**src/rtl/cmp_share_arbiter.sv**
```systemverilog
// Round-robin arbiter that time-shares one magnitude comparator among NREQ requesters.
// Each transaction latches the winner's operands, samples the comparator result, and returns it over a valid/ready handshake.
module cmp_share_arbiter #(
    parameter  int NREQ = 4,
    parameter  int W    = 4,
    localparam int IDW  = $clog2(NREQ)
) (
    input  logic              clk,
    input  logic              rst_n,
    input  logic [NREQ-1:0]   req,
    input  logic [NREQ*W-1:0] a_bus,
    input  logic [NREQ*W-1:0] b_bus,
    output logic [NREQ-1:0]   gnt,
    output logic [W-1:0]      cmp_a,
    output logic [W-1:0]      cmp_b,
    input  logic [3:0]        cmp_r,
    output logic              rsp_valid,
    input  logic              rsp_ready,
    output logic [IDW-1:0]    rsp_id,
    output logic              rsp_lt,
    output logic              rsp_eq,
    output logic              rsp_gt,
    output logic              rsp_err,
    output logic [7:0]        txn_cnt
);

    typedef enum logic [1:0] {IDLE, CMP, RESP} state_t;

    state_t            state_q, state_d;
    logic [IDW-1:0]    rr_ptr_q, rr_ptr_d;
    logic [IDW-1:0]    idx_q, idx_d;
    logic [IDW-1:0]    pick_idx;
    logic [NREQ-1:0]   gnt_d;
    logic [W-1:0]      cmp_a_d, cmp_b_d;
    logic              rsp_valid_d, rsp_lt_d, rsp_eq_d, rsp_gt_d, rsp_err_d;
    logic [IDW-1:0]    rsp_id_d;
    logic [7:0]        txn_cnt_d;

    // Bit 3 of the comparator result is a floating pin and carries no information.
    logic cmp_r_unused;
    assign cmp_r_unused = cmp_r[3];

    function automatic logic [IDW-1:0] rr_slot(input logic [IDW-1:0] base, input int off);
        int s;
        s = int'(base) + off;
        if (s >= NREQ) s = s - NREQ;
        return IDW'(s);
    endfunction

    // Walking from the farthest slot back to rr_ptr leaves the nearest requester as the final pick.
    always_comb begin
        pick_idx = rr_ptr_q;
        for (int i = NREQ - 1; i >= 0; i--) begin
            if (req[rr_slot(rr_ptr_q, i)]) pick_idx = rr_slot(rr_ptr_q, i);
        end
    end

    // NOTE: Every signal assigned in this block first gets a default (hold or clear). This prevents latch inference when a case arm leaves a signal unassigned.
    always_comb begin
        state_d     = state_q;
        rr_ptr_d    = rr_ptr_q;
        idx_d       = idx_q;
        gnt_d       = '0;
        cmp_a_d     = cmp_a;
        cmp_b_d     = cmp_b;
        rsp_valid_d = rsp_valid;
        rsp_id_d    = rsp_id;
        rsp_lt_d    = rsp_lt;
        rsp_eq_d    = rsp_eq;
        rsp_gt_d    = rsp_gt;
        rsp_err_d   = rsp_err;
        txn_cnt_d   = txn_cnt;
        unique case (state_q)
            IDLE: begin
                if (|req) begin
                    idx_d           = pick_idx;
                    cmp_a_d         = a_bus[int'(pick_idx)*W +: W];
                    cmp_b_d         = b_bus[int'(pick_idx)*W +: W];
                    gnt_d[pick_idx] = 1'b1;
                    state_d         = CMP;
                end
            end
            CMP: begin
                rsp_lt_d    = cmp_r[0];
                rsp_eq_d    = cmp_r[1];
                rsp_gt_d    = cmp_r[2];
                rsp_id_d    = idx_q;
                rsp_valid_d = 1'b1;
                case (cmp_r[2:0])
                    3'b001, 3'b010, 3'b100: rsp_err_d = 1'b0;
                    default:                rsp_err_d = 1'b1;
                endcase
                state_d = RESP;
            end
            RESP: begin
                if (rsp_ready) begin
                    rsp_valid_d = 1'b0;
                    txn_cnt_d   = txn_cnt + 8'd1;
                    rr_ptr_d    = (int'(idx_q) == NREQ - 1) ? '0 : idx_q + 1'b1;
                    state_d     = IDLE;
                end
            end
            default: state_d = IDLE;
        endcase
    end

    // NOTE: Sequential state uses non-blocking assignments. Every flop then samples values from before the clock edge, whatever order the statements run in.
    always_ff @(posedge clk or negedge rst_n) begin
        if (!rst_n) begin
            state_q  <= IDLE;
            rr_ptr_q <= '0;
            idx_q    <= '0;
        end else begin
            state_q  <= state_d;
            rr_ptr_q <= rr_ptr_d;
            idx_q    <= idx_d;
        end
    end

    always_ff @(posedge clk or negedge rst_n) begin
        if (!rst_n) begin
            gnt       <= '0;
            cmp_a     <= '0;
            cmp_b     <= '0;
            rsp_valid <= 1'b0;
            rsp_id    <= '0;
            rsp_lt    <= 1'b0;
            rsp_eq    <= 1'b0;
            rsp_gt    <= 1'b0;
            rsp_err   <= 1'b0;
            txn_cnt   <= '0;
        end else begin
            gnt       <= gnt_d;
            cmp_a     <= cmp_a_d;
            cmp_b     <= cmp_b_d;
            rsp_valid <= rsp_valid_d;
            rsp_id    <= rsp_id_d;
            rsp_lt    <= rsp_lt_d;
            rsp_eq    <= rsp_eq_d;
            rsp_gt    <= rsp_gt_d;
            rsp_err   <= rsp_err_d;
            txn_cnt   <= txn_cnt_d;
        end
    end

endmodule

```
**config.mk**
```make
export PLATFORM = sky130hd
export DESIGN_NAME = cmp_share_arbiter
export DESIGN_NICKNAME = d
export VERILOG_FILES = /design/src/rtl/cmp_share_arbiter.sv
export SDC_FILE = /design/constraint.sdc
export NUM_CORES = 1
export LEC_CHECK = 0
export BUFFER_PORTS_ARGS = -buffer_cell sky130_fd_sc_hd__buf_2
export CAP_MARGIN = 20
export CORE_MARGIN = 2
export CORE_UTILIZATION = 42
export CTS_BUF_LIST = sky130_fd_sc_hd__clkbuf_16
export DETAILED_ROUTE_END_ITERATION = 10
export PLACE_DENSITY = 0.81
export SYNTH_ARGS = -nofsm -noshare
export SYNTH_HDL_FRONTEND = slang
export SYNTH_SLANG_ARGS = --single-unit
```
**constraint.sdc**
```tcl
create_clock -name clk -period 2.3 [get_ports clk]
set_input_delay 0.115 -clock clk [delete_from_list [all_inputs] [get_ports clk]]
set_output_delay 0.115 -clock clk [all_outputs]
set_load 0.005 [all_outputs]
```
==> flow_summary.ini <==
[status]
status = finished clean

[grt]
grt_overflow = 0
grt_pass1_wl_mm = 5.43
antenna_found_initial = 0
grt_util_all_layers_pct = 17.1
grt_max_degree = 34
grt_pass1_vias = 1231

[timing]
max_slew_margin_pct = 51.6
rsz0062_at_grt = false
slew_violations = 0
tns_ns = 0
worst_slew_pin_slew_ns = 0.726
final.min_clock_period_ns = 1.93
fin_worst_skew_ns = 0.00238
fin_hold_ws_ns = 0.0822
hold_viol = 0
setup_violations = 0
min_period_over_period_pct = 83.7
fmax_mhz = 519

[routing]
vias = 1300
first_pass_iters = 4
vias_per_cell = 4.94
first_iter_violations = 67
routed_wl_mm = 3.42
wl_per_cell_um = 13.0
drtAntennaViolNets = 0
drc_errors = 0

[yosys]
synth_ff_type = dfrtp_1
syn_nets = 187
syn_inst = 142
synthArstFlopShare_pct = 100
yosysSeqAreaShare_pct = 52.8
yosysWarnings = 0
synth_cell_types = 27
synth_area_um2 = 1570
synth-edff-count = 0
ys_seq_elements = 33
syn_avg_cell_area_um2 = 11.0

[power]
comb_power_share_pct = 34.9
p_leak_uw = 0.00112
clkPwrFrac_pct = 27.8
p_switching_uw = 877
intPower_uw = 1780
vdd_ir_drop_max_mv = 0.581
switching_share_pct = 33.0
power_density_nw_per_um2 = 1260
seqPwrFrac_pct = 37.3

[worst_setup_path]
r2r_cells = 5
end_kind = register
path_max_fanout = 19
cp.arrival_ns = 2.06
worst-setup-path-type = reg -> reg
start_kind = register
critPathSlowestCell = or4_4
cp_top_family = simple AND/OR/NAND/NOR gates
cp.depth = 5
critPathMaxStageDelay_ns = 0.49
path_buf_inv = 0
path_cells = and3b_1 -> or4_4 -> nand2_4 -> mux2i_1 -> o221ai_1
worstPathRequired_ns = 2.43

[clock_network]
clk_pin_slew_ns = 0.05
cts_root_buffer = clkbuf_16
cts_tree = yes
clockBufferDepth = 2
clk_latency_ns = 0.27
clkSinkCount = 33
numCtsBuffers = 5
cts-resized-gates = 0
h-tree-depth = 2

[place]
place_hpwl_mm = 2.45
gp_congestion = 0.822
port_buffers = 68

[layout]
ff_latch_area_um2 = 826
drive_gt1_share_pct = 38.6
multi_input_area_um2 = 689
diodes = 0
final_nets = 259
fillCellCount = 338
synthToLayoutAreaGrowth_pct = 34.9

[floorplanning]
core-area_um2 = 3630
row_count = 22
floorplan.initialDensity_pct = 43.1
dieWidth_um = 65.0
die_h_um = 65.0
die_area_um2 = 4230
pin_count = 70

[min_path]
hold_path.class = in -> reg
whs_path_depth = 2

[run]
maxCapViolations = 0
[power groups by stage]
stage                     Clock (uW)  Combinational (uW)  Sequential, uW
final                            739                 926             992
after global routing             784                1050            1020
after CTS                        755                 948             992
after detailed placement           0                 945             997
after global placement             0                 912             992
after floorplan                    0                 602             995
[synth_stat cells, drive strengths merged, types with 2 or more instances]
library cell   n  area (um2)
mux2           5        56.3
xnor2          5        43.8
nor2           9        33.8
dfrtp         33         826
nand3          4        20.0
mux2i         16         160
a21oi          3        15.0
nor2b          2        12.5
a211o          2        17.5
clkbuf         3        11.3
xor2           3        26.3
o221ai         8        70.1
nand2         24        97.6
inv            5        18.8
ha             2        25.0
o21ai          6        30.0
nand2b         3        18.8
[cell families after synthesis]
logic type	Yosys count	synth area share, %
simple gates	48	14.7
flops	33	52.8
xor+xnor	8	4.48
mux	21	13.8
compound gates	21	9.43
fa+ha+maj	2	1.60
buf+inv	9	3.20
[layout make-up]
class / count / area share, %
clock inverter: 3 / 1.96
sequential: 33 / 39.1
inverter: 5 / 0.889
clock buffer: 5 / 5.93
tap: 48 / 2.85
timing repair buffer: 69 / 16.6
multi-input combinational: 100 / 32.7
[timing repair]
action,in CTS,in global routing
setup buffers,0,0
hold endpoints to repair,33,0
hold buffers,1,0
[sequential cells by signal, indices dropped and copies added (netlist names)]
name and cells:
txn_cnt 8, cmp_a 4, cmp_b 4, gnt 4, idx_q 2, rr_ptr_q 2
rsp_id 2, state_q 2, rsp_eq 1, rsp_err 1, rsp_gt 1, rsp_lt 1
rsp_valid 1
[path summary, 6_finish.rpt]
kind | startpoint | to | slack, ns
worst max register to register | rr_ptr_q[1]$_DFFE_PN0P_ | cmp_b[2]$_DFFE_PN0P_ | 0.37
max in group asynchronous | rst_n | cmp_a[3]$_DFFE_PN0P_ | 1.40
min in group asynchronous | rst_n | txn_cnt[0]$_DFFE_PN0P_ | 0.44
worst min register to register | txn_cnt[7]$_DFFE_PN0P_ | txn_cnt[7]$_DFFE_PN0P_ | 0.46
worst min-delay path | rsp_ready | state_q[1]$_DFFE_PN0P_ | 0.08
worst max-delay path | rr_ptr_q[1]$_DFFE_PN0P_ | cmp_b[2]$_DFFE_PN0P_ | 0.37
[routing by layer]
layer  part of all wire (%)  routed length [um]  GRT usage [%]  vias up
met5                      0                   0              0        -
met2                     48                1630           28.6       47
met1                     45                1540           21.1      606
met4                    1.7                  57           7.03        0
met3                    5.8                 199           4.17        5
li1                       -                   -              -      642
[layout by cell type (no fill, tap or decap), types with 3 or more instances in the layout]
cell       Yosys  final
clkbuf_16      0      5
nor2_1         9      9
a21oi_1        3      3
nand2b_1       3      3
mux2i_1       16     16
o21ai_0        6      6
nand2_1       23     23
nand3_1        4      4
buf_2          0     68
o221ai_1       8      8
xnor2_1        5      5
xor2_1         3      3
dfrtp_1       33     33
mux2_2         5      5
inv_1          5      5
[metrics by stage]
step,util (%),cell area [um2],power (uW),setup slack [ns],cells
floorplan,-,1570,1600,0.506,142
detailed placement,53.2,1930,1940,0.371,254
CTS,58.1,2110,2690,0.363,263
finish,58.1,2110,2660,0.374,263
global placement,53.2,1930,1900,0.411,254
global route,58.1,2110,2860,0.255,263
Note: power is estimated with default switching activity, not from simulation.
